**config.mk**
```make
export PLATFORM = sky130hd
export DESIGN_NAME = pixel_sink
export DESIGN_NICKNAME = d
export VERILOG_FILES = /design/src/rtl/pixel_sink_pkg.sv /design/src/rtl/pixel_sink_fifo.sv /design/src/rtl/pixel_sink.sv
export SDC_FILE = /design/constraint.sdc
export NUM_CORES = 1
export LEC_CHECK = 0
export ABC_AREA = 1
export BUFFER_PORTS_ARGS = -buffer_cell sky130_fd_sc_hd__buf_2
export CAP_MARGIN = 15
export CORE_ASPECT_RATIO = 1.1
export CORE_UTILIZATION = 53
export DETAILED_ROUTE_END_ITERATION = 6
export MAX_ROUTING_LAYER = met4
export PLACE_DENSITY = 0.76
export SYNTH_ARGS = -nofsm -noshare
export SYNTH_HDL_FRONTEND = slang
export SYNTH_SLANG_ARGS = --single-unit
```
**constraint.sdc**
```tcl
create_clock -name clk -period 2.6 [get_ports clk]
set_input_delay 0.65 -clock clk [delete_from_list [all_inputs] [get_ports clk]]
set_output_delay 0.65 -clock clk [all_outputs]
set_load 0.01 [all_outputs]
```
**src/rtl/pixel_sink_pkg.sv**
```systemverilog
// Shared constants, payload type and helpers for the pixel sink.
package pixel_sink_pkg;

    localparam int unsigned SCREEN_W = 160;
    localparam int unsigned SCREEN_H = 120;
    localparam int unsigned FB_WORDS = SCREEN_W * SCREEN_H;
    localparam int unsigned COLOR_W  = 3;
    localparam int unsigned ADDR_W   = 15;
    localparam int unsigned X_W      = 8;
    localparam int unsigned Y_W      = 7;
    localparam int unsigned DROP_W   = 8;

    localparam logic [COLOR_W-1:0] BLACK = 3'b000;
    localparam logic [COLOR_W-1:0] WHITE = 3'b111;

    // One buffered frame-memory write.
    typedef struct packed {
        logic [ADDR_W-1:0]  addr;
        logic [COLOR_W-1:0] color;
    } pix_t;

    typedef enum logic [1:0] {
        ST_IDLE  = 2'd0,
        ST_DRAIN = 2'd1,
        ST_CLEAR = 2'd2,
        ST_DONE  = 2'd3
    } state_t;

    // y*160 + x built from shifts: y*128 + y*32 + x.
    function automatic logic [ADDR_W-1:0] lin_addr(input logic [X_W-1:0] x,
                                                   input logic [Y_W-1:0] y);
        return (ADDR_W'(y) << 7) + (ADDR_W'(y) << 5) + ADDR_W'(x);
    endfunction

endpackage

```
**src/rtl/pixel_sink_fifo.sv**
```systemverilog
// Synchronous FIFO of pixel writes.
// Ports: clk, resetn (sync, active low), i_push/i_din, i_pop/o_dout (head),
//        o_full, o_empty. Push on full and pop on empty are not allowed.
module pixel_fifo
    import pixel_sink_pkg::*;
#(
    parameter int unsigned DEPTH = 4
) (
    input  logic clk,
    input  logic resetn,
    input  logic i_push,
    input  pix_t i_din,
    input  logic i_pop,
    output pix_t o_dout,
    output logic o_full,
    output logic o_empty
);

    localparam int unsigned PTR_W = (DEPTH > 1) ? $clog2(DEPTH) : 1;
    localparam int unsigned CNT_W = PTR_W + 1;

    pix_t             r_mem [DEPTH];
    logic [PTR_W-1:0] r_wptr;
    logic [PTR_W-1:0] r_rptr;
    logic [CNT_W-1:0] r_count;

    // Storage carries no reset; only pointers and occupancy do.
    always_ff @(posedge clk) begin
        if (i_push) begin
            r_mem[r_wptr] <= i_din;
        end
    end

    always_ff @(posedge clk) begin
        if (!resetn) begin
            r_wptr  <= '0;
            r_rptr  <= '0;
            r_count <= '0;
        end else begin
            if (i_push) r_wptr <= r_wptr + PTR_W'(1);
            if (i_pop)  r_rptr <= r_rptr + PTR_W'(1);
            case ({i_push, i_pop})
                2'b10:   r_count <= r_count + CNT_W'(1);
                2'b01:   r_count <= r_count - CNT_W'(1);
                default: r_count <= r_count;
            endcase
        end
    end

    assign o_dout  = r_mem[r_rptr];
    assign o_full  = (r_count == CNT_W'(DEPTH));
    assign o_empty = (r_count == '0);

endmodule

```
**src/rtl/pixel_sink.sv**
```systemverilog
// Pixel sink: clips drawer pixels, buffers them, linearises to y*160+x and
// drives the frame memory write port; also performs full-screen clears.
// Ports: clk, resetn (sync, active low); drawer side writeEn/x_in/y_in/
//        color_in with in_ready; clear_go/clear_color with clear_done pulse;
//        memory side mem_we/mem_addr/mem_data with mem_ready; drop_count.
module pixel_sink
    import pixel_sink_pkg::*;
#(
    parameter int unsigned FIFO_DEPTH = 4
) (
    input  logic               clk,
    input  logic               resetn,
    input  logic               writeEn,
    input  logic [X_W-1:0]     x_in,
    input  logic [Y_W-1:0]     y_in,
    input  logic [COLOR_W-1:0] color_in,
    output logic               in_ready,
    input  logic               clear_go,
    input  logic [COLOR_W-1:0] clear_color,
    output logic               clear_done,
    output logic               mem_we,
    output logic [ADDR_W-1:0]  mem_addr,
    output logic [COLOR_W-1:0] mem_data,
    input  logic               mem_ready,
    output logic [DROP_W-1:0]  drop_count
);

    state_t             r_state;
    state_t             w_next;
    logic               r_we;
    logic [ADDR_W-1:0]  r_addr;
    logic [COLOR_W-1:0] r_data;
    logic               r_clear_done;
    logic [COLOR_W-1:0] r_clr_color;
    logic [DROP_W-1:0]  r_drop;

    logic w_full;
    logic w_empty;
    logic w_accept;
    logic w_clip;
    logic w_push;
    logic w_load;
    logic w_pop;
    pix_t w_din;
    pix_t w_head;

    assign in_ready = (r_state == ST_IDLE) && !w_full;
    assign w_accept = writeEn && in_ready;
    assign w_clip   = (x_in >= X_W'(SCREEN_W)) || (y_in >= Y_W'(SCREEN_H));
    assign w_push   = w_accept && !w_clip;
    assign w_din    = '{addr: lin_addr(x_in, y_in), color: color_in};

    // Output register may take a new entry when empty or completing.
    assign w_load = !r_we || mem_ready;
    assign w_pop  = ((r_state == ST_IDLE) || (r_state == ST_DRAIN)) && w_load && !w_empty;

    pixel_fifo #(.DEPTH(FIFO_DEPTH)) u_fifo (
        .clk     (clk),
        .resetn  (resetn),
        .i_push  (w_push),
        .i_din   (w_din),
        .i_pop   (w_pop),
        .o_dout  (w_head),
        .o_full  (w_full),
        .o_empty (w_empty)
    );

    // State register.
    always_ff @(posedge clk) begin
        if (!resetn) r_state <= ST_IDLE;
        else         r_state <= w_next;
    end

    // Next-state logic.
    always_comb begin
        w_next = r_state;
        case (r_state)
            ST_IDLE:  if (clear_go) w_next = ST_DRAIN;
            ST_DRAIN: if (w_empty && w_load) w_next = ST_CLEAR;
            ST_CLEAR: if (mem_ready && (r_addr == ADDR_W'(FB_WORDS - 1))) w_next = ST_DONE;
            ST_DONE:  w_next = ST_IDLE;
            default:  w_next = ST_IDLE;
        endcase
    end

    // Output transaction register, clear counter (reuses r_addr) and drop counter.
    always_ff @(posedge clk) begin
        if (!resetn) begin
            r_we         <= 1'b0;
            r_addr       <= '0;
            r_data       <= '0;
            r_clear_done <= 1'b0;
            r_clr_color  <= '0;
            r_drop       <= '0;
        end else begin
            r_clear_done <= 1'b0;
            if (w_accept && w_clip && (r_drop != {DROP_W{1'b1}})) begin
                r_drop <= r_drop + DROP_W'(1);
            end
            if ((r_state == ST_IDLE) && clear_go) begin
                r_clr_color <= clear_color;
            end
            case (r_state)
                ST_IDLE, ST_DRAIN: begin
                    if ((r_state == ST_DRAIN) && (w_next == ST_CLEAR)) begin
                        r_we   <= 1'b1;
                        r_addr <= '0;
                        r_data <= r_clr_color;
                    end else if (w_load) begin
                        r_we <= !w_empty;
                        if (!w_empty) begin
                            r_addr <= w_head.addr;
                            r_data <= w_head.color;
                        end
                    end
                end
                ST_CLEAR: begin
                    if (mem_ready) begin
                        if (r_addr == ADDR_W'(FB_WORDS - 1)) begin
                            r_we         <= 1'b0;
                            r_clear_done <= 1'b1;
                        end else begin
                            r_addr <= r_addr + ADDR_W'(1);
                        end
                    end
                end
                default: r_we <= 1'b0;
            endcase
        end
    end

    assign mem_we     = r_we;
    assign mem_addr   = r_addr;
    assign mem_data   = r_data;
    assign clear_done = r_clear_done;
    assign drop_count = r_drop;

endmodule
```
=== Word-level counts from Yosys, hierarchy flattened ===
Memories as Yosys holds them, arrays and structs flattened. A register that Yosys moved wholly into a read port is not among the register bits.
Index checks and enable logic that the tools add are counted.

* Input port bits: 26
* Bits in registers: 40
* Bits in writable memories: 72
* Output and inout port bits: 29
* Memories: 1

* Order comparisons: 2
* Eq/ne operators: 15
* Reductions and logical operators: 28
* $add $sub $neg: 8
* Mux-type cells: 24

{| class="wikitable"
|+ Memory list
! name !! words !! bits a word !! rd ports !! clocked after Yosys merged registers in !! write ports !! RTL line !! RTL
|-
| u_fifo.r_mem || 4 || 18 || 1 || 1 || 1 || pixel_sink_fifo.sv:22 || <nowiki>pix_t r_mem [DEPTH];</nowiki>
|}

{| class="wikitable"
|+ Operators by type and width
! kind !! count
|-
| $mux 15 || 5
|-
| $pmux 15 s2 || 1
|-
| $add 14x12->15 || 1
|-
| $add 15x1->15 const B || 1
|-
| $add 15x8->15 || 1
|-
| $eq 15x15->1 const B || 1
|-
| $logic_and 1x1->1 || 11
|-
| $mux 2 || 5
|-
| $mux 3 || 3
|-
| $reduce_and 3->1 || 3
|-
| $add 8x1->8 const B || 1
|-
| $eq 2x2->1 const B || 4
|-
| $ge 8x8->1 const B || 1
|-
| $ne 8x8->1 const B || 1
|-
| $pmux 2 s4 || 1
|-
| $ge 7x7->1 const B || 1
|-
| $mux 1 || 7
|-
| $ne 2x2->1 const B || 3
|-
| $ne 3x3->1 const B || 2
|-
| $pmux 3 s2 || 1
|-
| $reduce_bool 2->1 || 3
|-
| $reduce_and 5->1 || 1
|-
| $add 2x1->2 const B || 2
|-
| $eq 2x1->1 const B || 2
|-
| other kinds (10) || 15
|}

=== Longest topological paths before layout ===
Gate-level depths: netlist (run 1).

* Word-level depth: 9
* Gate-level depth with buffers: 11

=== Cells and area by module ===
From an unflattened synthesis (run 1), not the netlist that was laid out.

* Cell total of the unflattened synthesis: 615
* Area, all modules: 5652.9 µm²

{| class="wikitable"
|+ Modules (own cells, without submodules)
! module !! cells each !! area an instance (µm²) !! times used
|-
| pixel_fifo || 231 || 3148.0 || 1
|-
| pixel_sink || 384 || 2504.9 || 1
|}

=== Least setup slack after synthesis (run 1) ===
No wires, ideal clock.

* Path kind: input-to-reg
* Start point: in x_in[7]
* End point: mem u_fifo.r_mem[0][17] (netlist name), data pin
* Cell stages on the path: 10
* Required time: 2.341 ns
* Buffers on the path: 0
* Data arrival time: 2.207 ns
* Library setup time: 0.259 ns
* Slack: 0.134 ns
* Cells stage by stage: fa_1 > fa_1 > nand3_1 > nand3_1 > nand2_1 > nand2_1 > nand2_1 > a21boi_0 > nor2_1 > nor2_1

{| class="wikitable"
|+ RTL lines
! element !! RTL line !! RTL
|-
| start, declared || pixel_sink.sv:14 || <nowiki>input logic [X_W-1:0] x_in,</nowiki>
|-
| end, declared || pixel_sink_fifo.sv:22 ||
|}

==> results of run 1 <==
-- per-stage QoR --
stage	worst slack, ps	TNS, ps
after floorplan	134	0
after global placement	-19.5	-78.2
after detailed placement	-67.9	-295
after CTS	476	0
after global routing	311	0
final	469	0
-- worst paths after layout --
kind / startpoint / to / depth (start not counted)
setup / recovery: x_in[7] / u_fifo.r_mem[0][17] / 11
hold / removal: x_in[0] / u_fifo.r_mem[2][3] / 1
setup reg to reg: u_fifo.r_count[0] / u_fifo.r_count[2] / 11
hold reg to reg: r_clr_color[0] / r_clr_color[0] / 2
-- where the power goes --
part,internal (mW),leakage [nW],switching [mW]
clock network,1.47,0.277,0.773
logic,0.780,1.57,1.46
registers,2.23,1.00,0.200
total,4.48,2.84,2.43
-- critical path: cells and delay by family --
kind | cells | cell delay, ps
fa+ha+maj | 2 | 1000
simple gates | 7 | 540
buf+inv | 1 | 110
compound gates | 1 | 100
-- registers in the layout (all words and copies together) (netlist names), 3 cells and up, named ones only --
| register | count |
|---|---|
| drop_count | 8 |
| mem_addr | 15 |
| u_fifo.r_mem | 72 |
| u_fifo.r_count | 3 |
| r_clr_color | 3 |
| mem_data | 3 |
-- layer usage --
layer  GRT usage [%]  share of wire [%]
met1            26.5                 41
met2            40.0                 51
met3            5.47                5.7
met4            13.0                1.9
met5               -                  0
-- cell families after synthesis --
family / Yosys count
adder cells (fa/ha/maj): 23
flip-flops: 114
AO/OA/AOI/OAI: 96
buffers and inverters: 80
XOR/XNOR: 11
AND/OR/NAND/NOR: 314
-- layout make-up --
class | instances | area [sq um] | share of cell area [%]
Sequential cell | 114 | 3000 | 45.0
Multi-Input combinational cell | 444 | 2240 | 33.7
Timing Repair Buffer | 70 | 440 | 6.60
Clock buffer | 21 | 439 | 6.59
Inverter | 61 | 229 | 3.43
Tap cell | 140 | 175 | 2.63
Clock inverter | 11 | 138 | 2.06
-- cell usage in the layout (no fill, tap or decap), types with 3 or more instances in the layout --
cell and instances:
edfxtp_1 72, ha_1 20, clkbuf_16 16, nand2_2 3, inv_1 60, clkinv_2 5
xor2_1 8, clkbuf_1 3, o21ai_0 45, o211ai_1 3, xnor2_1 3, dfxtp_1 42
bufinv_16 3, o22ai_1 9, buf_4 12, clkinvlp_4 3, nor2_1 83, nand3_1 44
nand4_1 10, nand2_1 163, o21a_1 3, buf_12 4, fa_1 3, a21oi_1 32
buf_2 54
==> impl_metrics.ini, run 1 <==
[worst_setup_path]
startpoint_type = input port
slowest_delay_ps = 530
critical_path_class = in2reg
crit_chain = buf_2 -> fa_1 -> fa_1 -> nand3_1 -> nand3_1 -> nand2_1 -> nand2_1 -> nand2_1 -> a21boi_0 -> nor2_1 -> nor2_1
cp.required_ps = 2870
r2r_slack_ps = 530
worst_ep_arrival_time_ps = 2400
critPathCaptureType = flip-flop
critPathMaxFanout = 4
cpMostUsedCell = nand2_1
cp_slowest_cell = fa_1

[timing]
finClkSkew_ps = 6.03
setup-violations-final = 0
slew_viol_final = 0
max_slew_margin_pct = 53.3
tightestPinTransition_ps = 699
hold_viol = 0
hold_ws_ps = 331
fin_crit_sh_pct = 81.9
post-route-min-period_ps = 2130
rsz0062_at_grt = no
timing.fmax_mhz = 469

[clock_tree]
h-tree-depth = 4
cts.sinks = 114
post-cts-setup-buffers = 0
cts_hold_buf = 0
clock_path_buffers = 2
root_buffer = clkbuf_8
post_cts_resized = 0
cts_buffers = 17
worstSkewPairLatency_ps = 530
cts_tree = done
path_clk_slew_ps = 50

[placed_design]
port_buffers = 54
dp_cells = 829
hpwl_um = 7930
dpl_cell_area_sq_mm = 0.00609
finalWeightedCongestion = 0.857

[yosys]
synthMuxAreaShare_pct = 0
synth_top_family_by_area = simple AND/OR/NAND/NOR gates
yosys.area_share.simple_pct = 23.6
synthAdderAreaFrac_pct = 5.55
syn-num-nets = 687
netlist_instances = 638
synth.most_common_cell = nand2_1
synth_edf_count = 72
ys_seq_area_share_pct = 53.7
synth.area.top_cells = edfxtp_1, dfxtp_1, nand2_1
synth_seq_cells = 114
ys_async_sr_fraction_pct = 0
ys_types = 36
syn_avg_cell_area_sq_um = 8.77
synth_xor_area_share_pct = 1.72
yosysWarningCount = 0
synth_compound_area_share_pct = 9.26
netlist.area_leader.share_pct = 38.7
synth_top_cell_by_area = edfxtp_1
synthTopCellsByCount = nand2_1, nor2_1, edfxtp_1
mappedNetlistArea_sq_mm = 0.00559
synth-main-ff-cell = edfxtp_1

[die]
start_util_pct = 55.5
dieArea_sq_mm = 0.0110
dieHeight_um = 110
die_w_um = 99.9
core_area_sq_mm = 0.0101
num_rows = 38
io_pins = 55

[route]
via_per_inst = 5.25
num_vias = 4518
wire_per_inst_um = 13.8
routed_wl_um = 11900
dr.pass1.iters = 5
detail-route-antenna-nets = 0
drtIter0Drc = 348
drc_errors = 0

[final_layout]
num-nets-final = 757
n_fill_cell = 803
final_util_pct = 66.2
syn2layout_area_growth_pct = 19.2
design_area_sq_mm = 0.00667
final_cells = 861
drive_gt1_share_pct = 15.3
antenna_cells = 0

[power]
ir_drop_mv = 0.494
total_power_mw = 6.91
power_density_mw_per_mm2 = 1040
p_leak_nw = 2.84

[grt]
grt_max_degree = 30
grt_pass1_wl_um = 19100
grt-ovfl-total = 0
antenna_found_initial = 0
first_global_vias = 4194
gr-usage-all-layers_pct = 23.8

[job]
drv_cap = 0

[worst_hold_path]
min-delay-path-class = in2reg

[run_status]
outcome = completed
Power figures use the tool's default switching activity.
==> run 2, diff against run 1 <==
--- a/config.mk
+++ b/config.mk
@@ -5,7 +5,7 @@
 export SDC_FILE = /design/constraint.sdc
 export NUM_CORES = 1
 export LEC_CHECK = 0
-export ABC_AREA = 1
+export ABC_AREA = 0
 export BUFFER_PORTS_ARGS = -buffer_cell sky130_fd_sc_hd__buf_2
 export CAP_MARGIN = 15
 export CORE_ASPECT_RATIO = 1.1
==> constraint.sdc (replaced) <==
create_clock -name clk -period 1.8 [get_ports clk]
set_input_delay 0.45 -clock clk [delete_from_list [all_inputs] [get_ports clk]]
set_output_delay 0.45 -clock clk [all_outputs]
set_load 0.01 [all_outputs]
==> run 2 against run 1 <==
Highest routed layer unchanged. Sequential cell count unchanged. Combinational power up 100%. Largest cell class unchanged. Setup slack worse by 700 ps. The flow now finishes with violations (setup timing). Critical endpoint is now u_fifo.r_count[2].
==> impl_metrics.ini, run 2 <==
[run_status]
outcome = finished, violations left
violations = setup timing

[timing]
timing.fmax_mhz = 493
slew_viol_final = 0
setup_ws_ps = -229
final.setup.tns_ps = -4340
tightestPinTransition_ps = 440
fin_crit_sh_pct = 113
max_slew_margin_pct = 70.7
rsz0062_at_grt = yes
setup-violations-final = 64
hold_viol = 0
hold_ws_ps = 149
post-route-min-period_ps = 2030
finClkSkew_ps = 6.55

[power]
power_frac_comb_pct = 40.3
p_int_mw = 7.39
ir_drop_mv = 0.945
swShare_pct = 34.5
p_switching_mw = 3.89
pwr-share-seq_pct = 30.7
power_density_mw_per_mm2 = 1550
power.share.clock_pct = 29.0
p_leak_nw = 2.84

[placed_design]
port_buffers = 54
hpwl_um = 7770
dpl_cell_area_sq_mm = 0.00630
finalWeightedCongestion = 0.819
dp_cells = 629

[die]
io_pins = 55
start_util_pct = 55.1
core_area_sq_mm = 0.00949
dieArea_sq_mm = 0.0103
die_w_um = 96.7
dieHeight_um = 106
num_rows = 37

[final_layout]
design_area_sq_mm = 0.00729
layout_common_cells = edfxtp_1, buf_4, buf_2
layout_commonest_cell = edfxtp_1
num-nets-final = 593
regArea_sq_mm = 0.00302
largest_reg_flops = 72
final_cells = 674
syn2layout_area_growth_pct = 39.3
top_register = u_fifo.r_mem
n_fill_cell = 547
antenna_cells = 0
multi_input_area_sq_mm = 0.00242
drive_gt1_share_pct = 47.2

[yosys]
synthTopCellsByCount = edfxtp_1, dfxtp_1, nor2_1
synth_edf_count = 72
mappedNetlistArea_sq_mm = 0.00523
ys_types = 48
netlist_instances = 400
syn-num-nets = 449
synth.most_common_cell = edfxtp_1
ys_seq_area_share_pct = 57.4
synth.area.top_cells = edfxtp_1, dfxtp_1, mux4_2
syn_avg_cell_area_sq_um = 13.1
netlist.area_leader.share_pct = 41.3
ys_async_sr_fraction_pct = 0
synth-main-ff-cell = edfxtp_1
yosysWarningCount = 0
synth_top_cell_by_area = edfxtp_1
synth_seq_cells = 114

[route]
routed_wl_um = 13100
dr.pass1.iters = 5
wl_met3_um = 900
drtIter0Drc = 274
detail-route-antenna-nets = 0
wl_met1_um = 4920
via_per_inst = 5.82
wire_per_inst_um = 19.4
drc_errors = 0
num_vias = 3925
top_layer = met4
dr_wl_met2_um = 6910

[worst_setup_path]
worst_ep_arrival_time_ps = 2480
critPathMaxFanout = 2
crit_family = simple AND/OR/NAND/NOR gates
cp.required_ps = 2250
critPathCaptureType = flip-flop
r2r-end = u_fifo.r_count[2]
cp_slowest_cell = dfxtp_2
startpoint_type = flip-flop
r2r_slack_ps = -230
r2r_cells = 10
reg2reg_from = r_state[0]
cp_num_buf_inv = 2
critical_path_class = reg2reg
slowest_delay_ps = 320
cpMostUsedCell = inv_2
crit_chain = or2_4 -> a211o_1 -> nor2b_2 -> inv_2 -> ha_4 -> inv_2 -> fa_2 -> xor2_1 -> or3_1 -> a21oi_1

[clock_tree]
cts_hold_buf = 0
cts_tree = done
h-tree-depth = 4
cts_buffers = 17
clock_path_buffers = 2
worstSkewPairLatency_ps = 520
root_buffer = clkbuf_8
path_clk_slew_ps = 60
cts.sinks = 114

[job]
drv_cap = 0

[grt]
first_global_vias = 4094
gr-usage-all-layers_pct = 27.5
grt-ovfl-total = 0
grt_pass1_wl_um = 20800
grt_max_degree = 26
antenna_found_initial = 0

[worst_hold_path]
hold-path-cell-count = 1
hp-start = x_in[4]
min-delay-path-class = in2reg
min_to = u_fifo.r_mem[3][7]
-- run 2: cell count changes in the layout (fill, tap and decap cells not counted), moves of 10 or more --
| cell | before | now |
|---|---|---|
| nand3_1 | 44 | 9 |
| nor2_1 | 83 | 32 |
| a21oi_1 | 32 | 17 |
| inv_1 | 60 | 15 |
| nand2_1 | 163 | 16 |
| a22oi_1 | 1 | 14 |
| o21ai_2 | 0 | 10 |
| dfxtp_1 | 42 | 32 |
| o21ai_0 | 45 | 4 |
| mux4_2 | 0 | 18 |
| buf_4 | 12 | 71 |
-- run 2: worst max path at each step --
stage / cells past startpoint / startpoint / endpoint
final: 10 / r_state[0] / u_fifo.r_count[2]
after global routing: 10 / r_state[1] / u_fifo.r_count[2]
after CTS: 10 / r_state[0] / u_fifo.r_count[2]
after detailed placement: 9 / x_in[6] / u_fifo.r_mem[1][15]
after global placement: 8 / y_in[2] / u_fifo.r_mem[0][15]
after floorplan: 7 / y_in[2] / u_fifo.r_mem[0][15]
-- run 2: power groups by stage --
stage | combinational, mW | sequential [mW] | clock [mW]
after floorplan | 2.33 | 3.66 | 0
after global placement | 3.72 | 3.47 | 0
after detailed placement | 3.84 | 3.50 | 0
after CTS | 4.22 | 3.45 | 3.31
after global routing | 4.89 | 3.49 | 3.42
final | 4.55 | 3.46 | 3.27
-- run 2: timing repair --
action,in CTS,in global routing
setup endpoints to repair,109,122
pin swaps,7,9
cloned,4,0
buffers inserted,11,4
gates resized for setup,13,31
-- run 2: cells by family (layout without fill, tap and decap cells) --
logic type               after synthesis  in the layout  synth area share (%)
AO/OA/AOI/OAI                         77             80                  10.3
buffers and inverters                 32            186                  2.78
XOR/XNOR                              27             27                  4.52
flip-flops                           114            114                  57.4
multiplexers                          24             24                  8.90
AND/OR/NAND/NOR                      103            103                  10.2
adder cells (fa/ha/maj)               23             23                  5.93
-- run 2: stage by stage --
stage / utilization (%) / power, mW / setup WS (ps)
CTS: 75.3 / 11.0 / -192
floorplan: - / 6.00 / -460
global route: 76.8 / 11.8 / -356
global placement: 66.4 / 7.20 / -632
detailed placement: 66.4 / 7.34 / -699
finish: 76.8 / 11.3 / -229
-- run 2: layout make-up --
cell class,count,share of cell area [%]
sequential,114,41.5
multi-input combinational,257,33.2
timing repair buffer,137,14.4
clock buffer,17,5.68
clock inverter,15,2.32
tap,117,2.01
inverter,17,0.876
-- run 2: per-layer routing --
metal | GRT usage, % | up-vias
li1 | - | 1822
met1 | 31.3 | 1895
met2 | 46.5 | 175
met3 | 5.85 | 33
met4 | 13.4 | 0
met5 | - | -
==> run 3, diff against run 2 <==
--- a/config.mk
+++ b/config.mk
@@ -11,7 +11,6 @@
 export CORE_ASPECT_RATIO = 1.1
 export CORE_UTILIZATION = 53
 export DETAILED_ROUTE_END_ITERATION = 6
-export MAX_ROUTING_LAYER = met4
 export PLACE_DENSITY = 0.76
 export SYNTH_ARGS = -nofsm -noshare
 export SYNTH_HDL_FRONTEND = slang
==> run 3 against run 2 <==
The flow still finishes with violations (setup timing). Clock-buffer cell count did not move. Utilization is the same. Fmax about the same. Die area is the same. Wire length grew 0.31%. Global-route usage down 0.74 points.
==> impl_metrics.ini, run 3 (synthesized netlist as in run 2, its figures left out) <==
[die]
io_pins = 55
core_area_sq_mm = 0.00949
start_util_pct = 55.1
num_rows = 37
dieHeight_um = 106
die_w_um = 96.7
dieArea_sq_mm = 0.0103

[timing]
hold_viol = 0
finClkSkew_ps = 7.88
tightestPinTransition_ps = 439
post-route-min-period_ps = 2030
max_slew_margin_pct = 70.7
setup_ws_ps = -230
setup-violations-final = 64
rsz0062_at_grt = yes
timing.fmax_mhz = 493
fin_crit_sh_pct = 113
slew_viol_final = 0

[final_layout]
syn2layout_area_growth_pct = 39.3
layout_commonest_cell = edfxtp_1
num-nets-final = 593
drive_gt1_share_pct = 47.2
top_register = u_fifo.r_mem
n_fill_cell = 547
antenna_cells = 0
layout_common_cells = edfxtp_1, buf_4, buf_2
regArea_sq_mm = 0.00302
multi_input_area_sq_mm = 0.00242
final_util_pct = 76.8
largest_reg_flops = 72

[grt]
antenna_found_initial = 0
grt_pass1_wl_um = 20800
grt-ovfl-total = 0
grt_max_degree = 26
first_global_vias = 4099
gr-usage-all-layers_pct = 26.8

[clock_tree]
cts_tree = done
h-tree-depth = 4
worstSkewPairLatency_ps = 520
cts_hold_buf = 0
cts_buffers = 17
clock_path_buffers = 2
path_clk_slew_ps = 60
root_buffer = clkbuf_8
cts.sinks = 114

[worst_setup_path]
worst_ep_arrival_time_ps = 2480
cp.required_ps = 2250
startpoint_type = flip-flop
critPathMaxFanout = 2
critical_path_class = reg2reg
critPathCaptureType = flip-flop
r2r_slack_ps = -230

[worst_hold_path]
min-delay-path-class = in2reg

[power]
power_density_mw_per_mm2 = 1550
p_leak_nw = 2.84
total_power_mw = 11.3
ir_drop_mv = 0.952

[run_status]
violations = setup timing
outcome = finished, violations left

[placed_design]
finalWeightedCongestion = 0.807
place_ws_ps = -699
port_buffers = 54
hpwl_um = 7770

[route]
routed_wl_um = 13100
wire_per_inst_um = 19.5
via_per_inst = 5.85
drtIter0Drc = 298
num_vias = 3941
drc_errors = 0
detail-route-antenna-nets = 0
dr.pass1.iters = 6

[job]
drv_cap = 0
[run 3: path summary, 6_finish.rpt]
check | start | endpoint | cells past startpoint
hold / removal | x_in[4] | u_fifo.r_mem[0][7] | 1
setup reg to reg | r_state[0] | u_fifo.r_count[2] | 10
hold reg to reg | r_clr_color[0] | r_clr_color[0] | 2
setup / recovery | r_state[0] | u_fifo.r_count[2] | 10
[run 3: stage by stage]
stage / TNS, ps / std cells / area [sq um] / hold slack, ps
2_1_floorplan: -9290 / 400 / 5360 / 436
4_1_cts: -2440 / 674 / 7140 / 133
5_1_grt: -8410 / 674 / 7290 / 128
3_5_place_dp: -38680 / 629 / 6300 / 457
6_report: -4640 / 674 / 7290 / 147
3_3_place_gp: -35840 / 629 / 6300 / 445
[run 3: cell type report]
class / count / share of cell area (%)
Inverter: 17 / 0.876
Multi-Input combinational cell: 257 / 33.2
Clock buffer: 17 / 5.68
Sequential cell: 114 / 41.5
Timing Repair Buffer: 137 / 14.4
Tap cell: 117 / 2.01
Clock inverter: 15 / 2.32
[run 3: metal layers]
metal | wire, um | vias to the layer above | part of all wire [%] | global-route usage [%]
met5 | 0 | - | 0 | 0
met3 | 821 | 38 | 6.2 | 5.92
met1 | 5000 | 1909 | 38 | 31.1
met4 | 398 | 0 | 3.0 | 13.6
met2 | 6920 | 176 | 53 | 46.7
li1 | - | 1818 | - | -
[run 3: repair_timing]
item / 4_1_cts / 5_1_grt
gates cloned: 4 / 0
endpoints found under the setup margin: 109 / 122
pin swaps: 7 / 9
gates resized for setup: 13 / 31
buffers inserted: 11 / 4
[run 3: critical path: stages, from the launching register on]
cell	delay (ps)
dfxtp_2	320
or2_4	240
a211o_1	280
nor2b_2	160
inv_2	60
ha_4	160
inv_2	50
fa_2	190
xor2_1	70
or3_1	310
a21oi_1	120
[run 3: report_power, final]
group / total (mW) / switching (mW) / internal (mW)
sequential: 3.46 / 0.218 / 3.24
clock: 3.27 / 1.27 / 2.00
combinational: 4.56 / 2.42 / 2.15
total: 11.3 / 3.91 / 7.39
